<file path="config.mk">
export PLATFORM = sky130hd
export DESIGN_NAME = fifo_widen
export DESIGN_NICKNAME = d
export VERILOG_FILES = /design/src/rtl/fifo_widen_pkg.sv /design/src/rtl/fifo_widen_ctrl.sv /design/src/rtl/fifo_widen.sv
export SDC_FILE = /design/constraint.sdc
export NUM_CORES = 1
export LEC_CHECK = 0
export BUFFER_PORTS_ARGS = -buffer_cell sky130_fd_sc_hd__buf_2
export CORE_ASPECT_RATIO = 1.1
export CORE_MARGIN = 5
export CORE_UTILIZATION = 35
export DETAILED_ROUTE_END_ITERATION = 8
export PLACE_DENSITY_LB_ADDON = 0.1
export SLEW_MARGIN = 30
export SYNTH_ARGS = -nofsm -noshare
export SYNTH_HDL_FRONTEND = slang
export SYNTH_SLANG_ARGS = --single-unit
</file>
<file path="constraint.sdc">
create_clock -name clk -period 5.3 [get_ports clk]
set_input_delay 0.53 -clock clk [delete_from_list [all_inputs] [get_ports clk]]
set_output_delay 0.53 -clock clk [all_outputs]
set_load 0.01 [all_outputs]
</file>
<file path="src/rtl/fifo_widen_pkg.sv">
// fifo_widen_pkg: constants shared by the packing FIFO and its controller.
//   ELEMS_PER_WORD - narrow elements packed into one output word.
package fifo_widen_pkg;
  localparam int unsigned ELEMS_PER_WORD = 2;
endpackage

</file>
<file path="src/rtl/fifo_widen_ctrl.sv">
// fifo_widen_ctrl: pointer and occupancy control for the narrow-in,
// wide-out FIFO. Counts stored elements; a read consumes a whole pair.
// Ports:
//   clk, reset      - rising-edge clock, async active-high reset
//   wr, rd          - raw write / read requests
//   w_addr, r_addr  - element write address, head-pair base address (even)
//   wr_en           - qualified write enable for the storage array
//   empty, full     - fewer than one pair stored / storage completely used
//   count           - stored elements, 0..DEPTH
module fifo_widen_ctrl
  import fifo_widen_pkg::*;
#(
  parameter int ADDR_WIDTH = 4
) (
  input  logic                  clk,
  input  logic                  reset,
  input  logic                  wr,
  input  logic                  rd,
  output logic [ADDR_WIDTH-1:0] w_addr,
  output logic [ADDR_WIDTH-1:0] r_addr,
  output logic                  wr_en,
  output logic                  empty,
  output logic                  full,
  output logic [ADDR_WIDTH:0]   count
);
  localparam int DEPTH = 1 << ADDR_WIDTH;

  logic [ADDR_WIDTH-1:0] w_ptr;
  logic [ADDR_WIDTH-1:0] r_ptr;
  logic                  rd_en;

  // Status comes only from the registered count, never from rd/wr.
  assign empty = (count < (ADDR_WIDTH+1)'(ELEMS_PER_WORD));
  assign full  = (count == (ADDR_WIDTH+1)'(DEPTH));

  // A write into a full FIFO is accepted when a read frees space that edge.
  assign rd_en = rd & ~empty;
  assign wr_en = wr & (~full | rd_en);

  assign w_addr = w_ptr;
  assign r_addr = r_ptr;

  always_ff @(posedge clk or posedge reset) begin
    if (reset) begin
      w_ptr <= '0;
      r_ptr <= '0;
      count <= '0;
    end else begin
      if (wr_en)
        w_ptr <= w_ptr + ADDR_WIDTH'(1);
      // r_ptr stays even, so a pair never straddles the wrap point.
      if (rd_en)
        r_ptr <= r_ptr + ADDR_WIDTH'(ELEMS_PER_WORD);
      case ({wr_en, rd_en})
        2'b10:   count <= count + (ADDR_WIDTH+1)'(1);
        2'b01:   count <= count - (ADDR_WIDTH+1)'(ELEMS_PER_WORD);
        2'b11:   count <= count - (ADDR_WIDTH+1)'(ELEMS_PER_WORD - 1);
        default: count <= count;
      endcase
    end
  end
endmodule

</file>
<file path="src/rtl/fifo_widen.sv">
// fifo_widen: narrow-in, wide-out first-word-fall-through FIFO.
// Each write stores one DATA_WIDTH element; each read pops a pair, shown as
// {later element, earlier element} on r_data while empty is low.
// Ports:
//   clk, reset - rising-edge clock, async active-high reset
//   wr, w_data - push one element
//   rd         - pop the head pair currently shown on r_data
//   r_data     - head pair, zero while empty
//   empty      - no complete pair stored
//   full       - DEPTH elements stored
//   count      - stored elements, 0..DEPTH
module fifo_widen
  import fifo_widen_pkg::*;
#(
  parameter int DATA_WIDTH = 8,
  parameter int ADDR_WIDTH = 4
) (
  input  logic                                 clk,
  input  logic                                 reset,
  input  logic                                 wr,
  input  logic                                 rd,
  input  logic [DATA_WIDTH-1:0]                w_data,
  output logic [ELEMS_PER_WORD*DATA_WIDTH-1:0] r_data,
  output logic                                 empty,
  output logic                                 full,
  output logic [ADDR_WIDTH:0]                  count
);
  localparam int DEPTH = 1 << ADDR_WIDTH;

  logic [DATA_WIDTH-1:0] mem [DEPTH];
  logic [ADDR_WIDTH-1:0] w_addr;
  logic [ADDR_WIDTH-1:0] r_addr;
  logic [ADDR_WIDTH-1:0] r_addr_hi;
  logic                  wr_en;

  fifo_widen_ctrl #(
    .ADDR_WIDTH (ADDR_WIDTH)
  ) u_ctrl (
    .clk    (clk),
    .reset  (reset),
    .wr     (wr),
    .rd     (rd),
    .w_addr (w_addr),
    .r_addr (r_addr),
    .wr_en  (wr_en),
    .empty  (empty),
    .full   (full),
    .count  (count)
  );

  // Storage is deliberately not reset; r_data gating hides stale contents.
  always_ff @(posedge clk) begin
    if (wr_en)
      mem[w_addr] <= w_data;
  end

  assign r_addr_hi = r_addr + ADDR_WIDTH'(1);
  assign r_data    = empty ? '0 : {mem[r_addr_hi], mem[r_addr]};
endmodule

</file>
* After elaboration in Yosys (flattened, before gate mapping)
Memories as Yosys holds them, arrays and structs flattened.
Index checks and enable logic that the tools add are counted.
** Word-level totals
- Bits in registers :: 13
- Memory bits (writable) :: 128
- Input bits :: 12
- Output and inout port bits :: 23
- Word-level logic and storage cells :: 25
- Memories :: 1
** Cells by class
- Add/sub/neg operators :: 6
- Order comparisons :: 1
- Eq/ne operators :: 4
- Mux-type cells :: 4
- Bitwise logic cells :: 5
- Reductions and logical operators :: 1
** Memory list
- mem :: words 16, width 8, rd ports 2, clocked after memory_dff 0, write ports 1, line fifo_widen.sv:30 : logic [DATA_WIDTH-1:0] mem [DEPTH];
** Operator list (count)
- 16-bit two-way mux :: 1
- 5-bit case mux with 3 select lines :: 1
- 4-bit by 1-bit adder with 4-bit output (second input constant) :: 2
- 5-bit by 1-bit adder with 5-bit output (second input constant) :: 1
- 5-bit equality test (second input constant) :: 1
- 5-bit by 2-bit less-than comparator with 1-bit output (second input constant) :: 1
- 5-bit by 1-bit subtractor with 5-bit output (second input constant) :: 1
- 5-bit by 2-bit subtractor with 5-bit output (second input constant) :: 1
- 4-bit by 2-bit adder with 4-bit output (second input constant) :: 1
- 2-bit equality test (second input constant) :: 2
- 3-bit nonzero test :: 1
- 1-bit bitwise AND :: 2
- 2-bit by 1-bit equality test with 1-bit output (second input constant) :: 1
- 1-bit two-way mux :: 2
- 1-bit inverter :: 2
- 1-bit bitwise OR :: 1

* Depth between registers and ports, before layout
Gate-level depths: netlist (run 1).
- Depth after elaboration :: 7
- Mapped depth :: 10
- Mapped depth without buffers :: 10

* By module
Synthesis (run 1) repeated with hierarchy kept, for this count alone.
** Unflattened totals
- Cell total of the unflattened synthesis :: 368
- Area, all modules :: 6877.8 µm²
** By module, submodules not included
- fifo_widen :: times used 1, cells an instance 293, area each 6087.1 µm², sequential area each 3843.7 µm²
- fifo_widen_ctrl :: times used 1, cells an instance 75, area each 790.8 µm², sequential area each 300.3 µm²

* Worst setup path after synthesis (run 1)
No wires, ideal clock.
- Kind :: register to register
- From :: reg u_ctrl.count[1]
- To :: reg u_ctrl.count[4]
- Setup time :: 0.133 ns
- Arrival time :: 2.186 ns
- Required time :: 5.167 ns
- Slack :: 2.981 ns
- Cell stages (with the launch flop) :: 11
- Buffers on the path :: 0
- Clock period less this slack :: 2.319 ns
- Cell sequence :: dfrtp_1 > inv_1 > ha_1 > nor3b_2 > nand2b_1 > nor2_1 > ha_1 > a21oi_1 > nand2_1 > mux2i_1 > o211ai_1
** Between the ends
- Word-level cells in the longest chain between the ends :: 7
- Elaborated cells between the ends (all ways) :: 15
- Classes of those cells :: 3 x add/sub; 1 x order compare; 4 x eq/ne; 1 x mux; 5 x bitwise; 1 x reduce/logical
** Ends and longest elaborated chain
- start, declared :: line fifo_widen_ctrl.sv:24 : output logic [ADDR_WIDTH:0] count
- start signal, assigned :: line fifo_widen_ctrl.sv:55 : 2'b10: count <= count + (ADDR_WIDTH+1)'(1);
- start signal, assigned :: line fifo_widen_ctrl.sv:56 : 2'b01: count <= count - (ADDR_WIDTH+1)'(ELEMS_PER_WORD);
- start signal, assigned :: line fifo_widen_ctrl.sv:57 : 2'b11: count <= count - (ADDR_WIDTH+1)'(ELEMS_PER_WORD - 1);
- 5-bit by 2-bit less-than comparator with 1-bit output :: line fifo_widen_ctrl.sv:33 : assign empty = (count < (ADDR_WIDTH+1)'(ELEMS_PER_WORD));
- 1-bit inverter :: line fifo_widen_ctrl.sv:37 : assign rd_en = rd & ~empty;
- 1-bit bitwise AND :: line fifo_widen_ctrl.sv:37
- 1-bit bitwise OR :: line fifo_widen_ctrl.sv:38 : assign wr_en = wr & (~full | rd_en);
- 1-bit bitwise AND :: line fifo_widen_ctrl.sv:38
- 2-bit equality test or 2-bit by 1-bit equality test with 1-bit output (tied branches) :: line fifo_widen_ctrl.sv:54 : case ({wr_en, rd_en})
- 5-bit case mux with 3 select lines or 3-bit nonzero test (tied branches)
Parallel ways exist; a longest one is shown, timed or not.
A chain may end at the register's enable or synchronous reset.

* Final worst setup path (run 1)
- From :: reg u_ctrl.r_ptr[1], in the netlist u_ctrl.r_addr[1]
- To :: out r_data[5]
** Between the ends
- Word-level cells in the longest chain between the ends :: 2
** Ends and longest elaborated chain
- start, declared :: line fifo_widen_ctrl.sv:29 : logic [ADDR_WIDTH-1:0] r_ptr;
- start signal, assigned :: line fifo_widen_ctrl.sv:53 : r_ptr <= r_ptr + ADDR_WIDTH'(ELEMS_PER_WORD);
- memory read 16 x 8 bit
- 16-bit two-way mux :: line fifo_widen.sv:58 : assign r_data = empty ? '0 : {mem[r_addr_hi], mem[r_addr]};
- end, declared :: line fifo_widen.sv:23 : output logic [ELEMS_PER_WORD*DATA_WIDTH-1:0] r_data,
No other way between the ends.

==> flow_summary.yaml, run 1 <==
status:
  outcome: "completed"
synth:
  synth_largest_area_cell: "edfxtp_1"
  ys_warn_count: 0
  syn_avg_cell_area_sq_um: 18.43
  yosys-top-cells-area: "edfxtp_1 (66%), mux4_2 (12%), dfrtp_1 (5.1%), mux2i_1 (2.9%), nor2_1 (2.1%)"
  netlist.area_leader.share: 0.6578
  synthCells: 317
  synth_ff_type: "edfxtp_1"
  yosys.cell_types.count: 40
  ys_seq_elements: 140
  synth-seq-area-share: 0.7092
  synth_area_sq_um: 5843
  synth_edf_count: 128
  syn_nets: 339
  synth_most_common_cell: "edfxtp_1"
  synthTopCellsByCount: "edfxtp_1 (128), nor2_1 (33), mux4_2 (30), mux2i_1 (17)"
  async_flop_share: 0.08571
clocking:
  clockBufferDepth: 2
  hold_buffers: 0
  cts_resized: 0
  htree_levels: 4
  root_buffer: "clkbuf_16"
  clk_pin_slew_ps: 60
  post_cts_buffers: 0
  cts_tree: "yes"
  clk_latency_ps: 420
  cts_buffers: 17
  clock_sinks: 140
pwr:
  ir_drop_v: 0.0002153
  p_per_area_nw_per_um2: 560.7
  power_leakage_uw: 0.002382
  total_power_uw: 3840
critical_path:
  cpMaxStageDelayCell: "dfrtp_2"
  cpPeakStageDelay_ps: 600
  path_max_fanout: 16
  worst_ep_required_time_ps: 4770
  arrival_ps: 2520
  path_cells: "buf_12, buf_4, mux4_2, mux2i_1, nor2_1, buf_2"
  end_kind: "output pin"
  cp-start-kind: "flop"
  critPathKind: "flop to output pin"
sta:
  report.final.slew_viol_count: 0
  clock_skew_ps: 15.38
  maxSlewHeadroom: 0.3719
  worst_slew_pin_slew_ps: 938.7
  fin_setup_tns_ps: 0
  setup_viol: 0
  fmax_ghz: 0.3281
  hold_viol_final: 0
  period_minus_slack_ps: 3048
  rsz0062_at_grt: "no"
  min_period_over_period: 0.5750
floorplanning:
  rows: 49
  ios: 35
  dieArea_sq_um: 19380
  core_area_sq_um: 16370
  die_y_um: 145.5
  initial_utilization: 0.3570
  die_w_um: 133.2
placement:
  place_hpwl_mm: 7.705
  gp_congestion: 0.7920
  port_buffers: 34
hold_path:
  holdCritPathClass: "input pin to asynchronous set/reset pin"
routing:
  vias: 2933
  drt_iter0_drc: 160
  antenna_left: 0
  routed_wl_mm: 12.44
  avgViaCountPerCell: 5.074
  dr.pass1.iters: 4
  routedWlPerCell_um: 21.53
  drc_errors: 0
layout:
  drive_gt1_frac: 0.3209
  n_antenna_cell: 0
  final_nets: 383
  syn2layout_area_growth_pct: 17.19
grt:
  antenna_found_initial: 0
  grt_start_max_net_pins: 26
  track_usage: 0.1374
  grt_pass1_vias: 3181
  grt_pass1_wl_mm: 19.52
  grt_overflow: 0
run:
  cap_violations: 0
## cells in the final DEF (no fill, tap or decap), types with 8 or more instances in the layout
cell type  Yosys  routed
buf_2          9      34
clkbuf_16      0      17
dfrtp_1       12      10
edfxtp_1     128     128
ha_1           9       9
inv_1          8       8
mux2i_1       17      17
mux4_2        30      30
nand2_1       12      12
nor2_1        33      26
## where the power goes
group | internal [uW] | switching [uW]
Clock | 739 | 461
Sequential | 1350 | 167
Combinational | 534 | 587
## final timing paths
check,startpoint,to,slack (ps),depth (start not counted)
setup / recovery,u_ctrl.r_addr[1],r_data[5],2250,6
max in group asynchronous,reset,u_ctrl.r_addr[1],4810,2
hold reg to reg,u_ctrl.w_addr[0],u_ctrl.w_addr[3],640,2
min in group clk,wr,u_ctrl.count[3],430,2
hold / removal,reset,u_ctrl.w_addr[0],120,2
setup reg to reg,u_ctrl.count[1],u_ctrl.count[4],2680,10
## final cells by class
| type | count | area, sq um |
|---|---|---|
| sequential | 140 | 4146 |
| timing repair buffer | 41 | 239.0 |
| clock inverter | 15 | 171.4 |
| fill | 1455 | 9522 |
| tap | 204 | 255.2 |
| inverter | 10 | 37.54 |
| multi-input combinational | 151 | 1573 |
| clock buffer | 17 | 425.4 |
## stage by stage
stage          setup WS (ps)    util  cell area [sq um]  instances  hold slack (ps)
6_report                2252  0.4183               6848        578            121.5
5_1_grt                 2060  0.4183               6848        578            156.6
4_1_cts                 1823  0.4160               6810        576            120.1
3_5_place_dp            2177  0.3796               6213        544            571.7
3_3_place_gp            2241  0.3788               6201        544            578.5
2_1_floorplan           2981       -               5843        317            394.7
## metal layers
metal | vias up | share of wire | global-route usage
li1 | 1337 | - | -
met1 | 1531 | 0.44 | 0.1765
met2 | 59 | 0.52 | 0.2259
met3 | 6 | 0.037 | 0.03562
met4 | 0 | 0.0064 | 0.04938
met5 | - | 0 | 0
## state kept, by name, summed over array words and instances, names as in the netlist
name	count
mem	128
u_ctrl.count	5
u_ctrl.w_addr	4
u_ctrl.r_addr	3
## critical path: cells and delay by family, from the launching register on
| kind | cells | cell delay, ps |
|---|---|---|
| DFF | 1 | 600 |
| buffers and inverters | 3 | 650 |
| and+or+nand+nor | 1 | 70 |
| muxes | 2 | 780 |
## cell families (layout without fill, tap and decap cells)
kind of cell | Yosys count | count (layout) | share of synthesized area
flops | 140 | 140 | 0.7092
simple gates | 65 | 65 | 0.05032
mux | 49 | 49 | 0.1537
buf+inv | 26 | 83 | 0.02741
compound gates | 20 | 20 | 0.02613
fa+ha+maj | 10 | 10 | 0.02270
xor+xnor | 7 | 7 | 0.01049
Note: power is estimated with default switching activity, not from simulation.
==> run 2: changes to the inputs <==
- clock period: 5.3 -> 2.55 ns (I/O delays scaled with it)
==> run 2 against run 1 <==
Net effect:
- sequential power grew 97%
- routed wire length is 1.2% higher
- non-clock buffer count rose by 13
- combinational power is 130% higher
- critical path depth fell by 1
- die area is the same
- clock power increased by 90%
- via count increased by 2.1%
- clock skew down 9.2 ps
- largest cell class unchanged
==> flow_summary.yaml, run 2 (synthesis gave the netlist of run 1 again) <==
sta:
  min_period_over_period: 0.9117
  rsz0062_at_grt: "no"
  hold_viol_final: 0
  period_minus_slack_ps: 2325
  maxSlewHeadroom: 0.3658
  clock_skew_ps: 6.213
  worst_slew_pin_slew_ps: 947.8
  timing.final.ws_setup_ps: 225.1
  fmax_ghz: 0.4301
  setup_viol: 0
  report.final.slew_viol_count: 0
  fin_setup_tns_ps: 0
floorplanning:
  die_w_um: 133.2
  die_y_um: 145.5
  ios: 35
  rows: 49
  core_area_sq_um: 16370
  initial_utilization: 0.3570
  dieArea_sq_um: 19380
critical_path:
  setup.worst_path.start: "u_ctrl.r_addr[1]"
  cpMaxStageDelayCell: "mux4_2"
  path_delay_family: "multiplexers"
  arrival_ps: 2070
  critPathKind: "flop to output pin"
  cp-start-kind: "flop"
  path_max_fanout: 34
  cpPeakStageDelay_ps: 550
  end_kind: "output pin"
  worst_ep_required_time_ps: 2300
  path_cells: "buf_12, mux4_2, mux2i_1, nor2_1, buf_2"
  path_buf_inv: 2
  timing.rr.start: "u_ctrl.count[1]"
clocking:
  cts_buffers: 17
  root_buffer: "clkbuf_16"
  htree_levels: 4
  cts_tree: "yes"
  clk_pin_slew_ps: 50
  clock_sinks: 140
  clockBufferDepth: 2
  clk_latency_ps: 410
  post_cts_buffers: 0
routing:
  wl_met1_mm: 5.613
  wl_met3_um: 571
  antenna_left: 0
  routed-wl-met2_mm: 6.209
  routed_wl_mm: 12.59
  highest_layer: "met4"
  drt_iter0_drc: 209
  routedWlPerCell_um: 21.34
  vias: 2995
  drc_errors: 0
  dr.pass1.iters: 4
  avgViaCountPerCell: 5.076
run:
  cap_violations: 0
hold_path:
  hp-start: "wr"
  holdCritPathClass: "input pin to flop"
pwr:
  p_clk_frac: 0.290
  internal_power_uw: 5408
  switchingPower_uw: 2445
  sequentialPowerShare: 0.381
  power_leakage_uw: 0.002421
  p_per_area_nw_per_um2: 1140
  sw_frac_of_total: 0.3113
  power_frac_comb: 0.329
  ir_drop_v: 0.0005516
placement:
  place_inst: 558
  place_hpwl_mm: 7.943
  dpl_cell_area_sq_um: 6321
  gp_congestion: 0.7942
  place_ws_ps: 183.1
  port_buffers: 34
layout:
  layoutNonFillerInstCount: 590
  regMostFlops: "mem"
  final_util: 0.4207
  layout_commonest_cell: "edfxtp_1"
  drive_gt1_frac: 0.3083
  largest_reg_flops: 128
  mostFrequentLayoutCells: "edfxtp_1 (128), buf_2 (34), mux4_2 (30)"
  nFillCells: 1452
  syn2layout_area_growth_pct: 17.86
  n_antenna_cell: 0
  fin_area_sq_um: 6887
  final_nets: 396
grt:
  track_usage: 0.1365
  antenna_found_initial: 0
  grt_pass1_wl_mm: 19.39
  grt_pass1_vias: 3076
  grt_start_max_net_pins: 35
  grt_overflow: 0
status:
  outcome: "completed"
## run 2: cell types whose count changed in the layout (fill, tap and decap cells not counted), sizes merged
cell | before | now
clkinv | 5 | 6
inv | 13 | 10
dlygate4sd3 | 0 | 1
clkbuf | 17 | 21
clkinvlp | 4 | 2
bufinv | 3 | 2
buf | 41 | 53
## run 2: timing repair
item,in CTS,in global routing
hold endpoints to repair,12,0
hold buffers,1,0
resized for setup,0,1
endpoints found under the setup margin,0,1
## run 2: power by group through the flow
stage	registers (uW)	clock network, uW	logic (uW)
floorplan	2970	0	1840
global placement	3040	0	2640
detailed placement	3050	0	2640
CTS	3000	2330	2650
global route	3030	2430	2840
finish	2990	2280	2580
## run 2: cell type report
class	instances	area, sq um	area share
clock buffers	21	440.4	0.06395
multi-input cells	151	1560	0.2266
repair buffers	54	347.8	0.05051
clock inverters	10	100.1	0.01453
flip-flops and latches	140	4145	0.6019
well taps	204	255.2	0.03706
inverters	10	37.54	0.005451
## run 2: worst min-delay path: cells and delay by family
family / cells / cell delay [ps]
buf+inv: 2 / 280
compound gates: 1 / 70
## run 2: routing by layer
layer | GRT usage | up-vias
met4 | 0.04784 | 0
met1 | 0.1837 | 1523
met2 | 0.2167 | 87
met3 | 0.03423 | 18
li1 | - | 1367
met5 | 0 | -
## run 2: path summary, 6_finish.rpt
path / depth (start not counted) / slack (ps) / end
worst max-delay path: 5 / 230 / r_data[8]
worst min-delay path: 3 / 240 / u_ctrl.count[3]
worst max register to register: 10 / 260 / u_ctrl.count[4]
worst min register to register: 1 / 610 / u_ctrl.count[1]
max in group asynchronous: 3 / 1780 / u_ctrl.r_addr[1]
min in group asynchronous: 3 / 410 / u_ctrl.w_addr[0]
## run 2: metrics by stage
step	hold WS [ps]	power, uW
CTS	217.0	7984
detailed placement	308.7	5683
finish	236.7	7852
global route	243.3	8301
floorplan	119.7	4807
global placement	311.2	5678
==> run 3: changes to the inputs <==
- MAX_ROUTING_LAYER: default -> met4
- SYNTH_HIERARCHICAL: default -> 1
==> run 3 against run 2 <==
Net effect:
- utilization is 0.10 points lower
- clock skew grew 0.55 ps
- clock power is 19% higher
- count of clock-buffer cells in the layout down 4
- critical path type unchanged
- sequential share of layout area decreased by 8.8 points
- global-route usage is 2.0 points higher
- critical path depth increased by 2
- register-to-register slack got worse by 60 ps
==> flow_summary.yaml, run 3 <==
placement:
  gp_congestion: 0.7448
  place_hpwl_mm: 11.49
  port_buffers: 34
  place_inst: 643
clocking:
  clk_pin_slew_ps: 60
  cts_tree: "yes"
  root_buffer: "clkbuf_16"
  cts_buffers: 17
  clockBufferDepth: 2
  htree_levels: 4
  clock_sinks: 140
  post_cts_buffers: 0
  clk_latency_ps: 410
sta:
  period_minus_slack_ps: 2423
  fmax_ghz: 0.4128
  hold_viol_final: 0
  report.final.slew_viol_count: 0
  min_period_over_period: 0.9501
  setup_viol: 0
  clock_skew_ps: 6.759
  fin_setup_tns_ps: 0
  maxSlewHeadroom: 0.3952
  rsz0062_at_grt: "no"
  worst_slew_pin_slew_ps: 903.8
critical_path:
  path_cells: "inv_1, ha_2, nor3b_4, buf_4, or2_4, o22ai_2, buf_2"
  r2r_cells: 10
  cpMaxStageDelayCell: "dfrtp_2"
  cpPeakStageDelay_ps: 430
  arrival_ps: 2170
  r2r_end: "u_ctrl/count[4]"
  path_buf_inv: 3
  timing.rr.start: "u_ctrl/count[1]"
  path_delay_family: "simple AND/OR/NAND/NOR gates"
  cp-start-kind: "flop"
  ff2ff_setup_slack_ps: 200
  path_max_fanout: 8
  critPathKind: "flop to output pin"
  worst_ep_required_time_ps: 2300
  end_kind: "output pin"
hold_path:
  holdCritPathClass: "input pin to flop"
  min_to: "mem[8][4]"
  hold_depth: 1
  hp-start: "w_data[4]"
pwr:
  p_clk_frac: 0.285
  sw_frac_of_total: 0.3300
  p_per_area_nw_per_um2: 1181
  switchingPower_uw: 3146
  power_leakage_uw: 0.002770
  power_frac_comb: 0.396
  ir_drop_v: 0.0005096
  sequentialPowerShare: 0.319
  internal_power_uw: 6387
grt:
  grt_pass1_wl_mm: 24.50
  grt_overflow: 0
  grt_start_max_net_pins: 67
  grt_pass1_vias: 3782
  antenna_found_initial: 0
  track_usage: 0.1562
routing:
  dr.pass1.iters: 4
  drt_iter0_drc: 281
  drc_errors: 0
  routed_wl_mm: 16.38
  antenna_left: 0
  routedWlPerCell_um: 24.24
  vias: 3717
  avgViaCountPerCell: 5.499
synth:
  syn_avg_cell_area_sq_um: 18.69
  netlist.area_leader.share: 0.5589
  synth_fa_ha_area_frac: 0.01564
  ys_seq_elements: 140
  synthTopCellsByCount: "edfxtp_1 (128), mux4_2 (64), mux2i_1 (33), nor2_1 (17), o22ai_1 (17)"
  synthSimpleGateAreaFrac: 0.04166
  synth_top_family_by_area: "multiplexers"
  ys_warn_count: 6
  synth-xor-area-share: 0.01546
  synth_ff_type: "edfxtp_1"
  synth_most_common_cell: "edfxtp_1"
  synth-seq-area-share: 0.6025
  synthMuxAreaShare: 0.2625
  syn_nets: 388
  synth_largest_area_cell: "edfxtp_1"
  yosys-top-cells-area: "edfxtp_1 (56%), mux4_2 (21%), mux2i_1 (4.8%), dfrtp_1 (4.4%), buf_6 (1.8%)"
  yosys.cell_types.count: 47
  synth_edf_count: 128
  async_flop_share: 0.08571
  synth_area_sq_um: 6878
  synth_compound_area_frac: 0.02892
  synthCells: 368
floorplanning:
  initial_utilization: 0.3576
  core_area_sq_um: 19230
  ios: 35
  rows: 53
  dieArea_sq_um: 22560
  die_w_um: 143.7
  die_y_um: 157.0
status:
  outcome: "completed"
layout:
  layoutNonFillerInstCount: 676
  layout_commonest_cell: "edfxtp_1"
  mostFrequentLayoutCells: "edfxtp_1 (128), mux4_2 (64), buf_2 (34)"
  drive_gt1_frac: 0.3916
  n_antenna_cell: 0
  regMostFlops: "mem"
  syn2layout_area_growth_pct: 17.34
  largest_reg_flops: 128
  final_nets: 436
run:
  cap_violations: 0
## run 3: cell count changes after synthesis, sizes merged, moves of 3 or more
cell    before  now
mux2i       17   33
nor3         7    4
nor2        33   17
nand2       13    4
nand3b       0    3
mux2         0    3
xor2         2    5
o22ai        1   17
buf         14   22
mux4        32   64
o21ai        5    1
inv         10    5
## run 3: cell families after synthesis
family | count (synthesis)
AOI/OAI and AO/OA | 28
other | 1
muxes | 100
xor gates and xnor gates | 10
adders and majority gates | 8
and+or+nand+nor | 51
DFF | 140
buffers and inverters | 30
## run 3: area by class of cell
type	count	area (sq um)
inverter	5	18.77
clock inverter	15	226.5
clock buffer	17	425.4
fill	1749	11160
timing repair buffer	54	355.3
sequential	140	4146
tap	247	309.0
multi-input combinational	198	2589
## run 3: metrics by stage
| step | hold slack (ps) | utilization | worst slack, ps | power (uW) | instance area (sq um) |
|---|---|---|---|---|---|
| 5_1_grt | 233.8 | 0.4196 | 19.00 | 10020 | 8070 |
| 3_3_place_gp | 306.7 | 0.3808 | 230.5 | 6710 | 7323 |
| 4_1_cts | 231.6 | 0.4172 | -29.18 | 9557 | 8024 |
| 6_report | 246.0 | 0.4196 | 127.2 | 9533 | 8070 |
| 3_5_place_dp | 317.0 | 0.3811 | 207.8 | 6743 | 7328 |
| 2_1_floorplan | 119.6 | - | 27.41 | 5553 | 6895 |
## run 3: power groups by stage
stage	clock, uW	combinational, uW	sequential [uW]
2_1_floorplan	0	2490	3060
3_3_place_gp	0	3640	3070
3_5_place_dp	0	3660	3080
4_1_cts	2770	3750	3040
5_1_grt	2870	4060	3080
6_report	2710	3780	3040
## run 3: worst max-delay path by stage
stage	slack (ps)	from	end	cells after the start
4_1_cts	-30	u_ctrl/r_addr[1]	r_data[15]	6
2_1_floorplan	30	u_ctrl/count[1]	u_ctrl/count[4]	11
3_5_place_dp	210	u_ctrl/count[1]	u_ctrl/count[4]	10
3_3_place_gp	230	u_ctrl/count[1]	u_ctrl/count[4]	10
5_1_grt	20	u_ctrl/r_addr[1]	r_data[2]	5
6_report	130	u_ctrl/count[1]	r_data[3]	7
## run 3: per-layer routing
layer	vias up	GRT usage	part of all wire
met5	-	-	0
met4	0	0.04036	0.012
met3	18	0.03555	0.041
met2	82	0.2321	0.48
met1	1982	0.2191	0.46
li1	1635	-	-
## run 3: what timing repair did
action | 4_1_cts | 5_1_grt
gates resized for setup | 8 | 10
hold endpoints to repair | 12 | 0
setup endpoints to repair | 7 | 15
hold buffers | 1 | 0
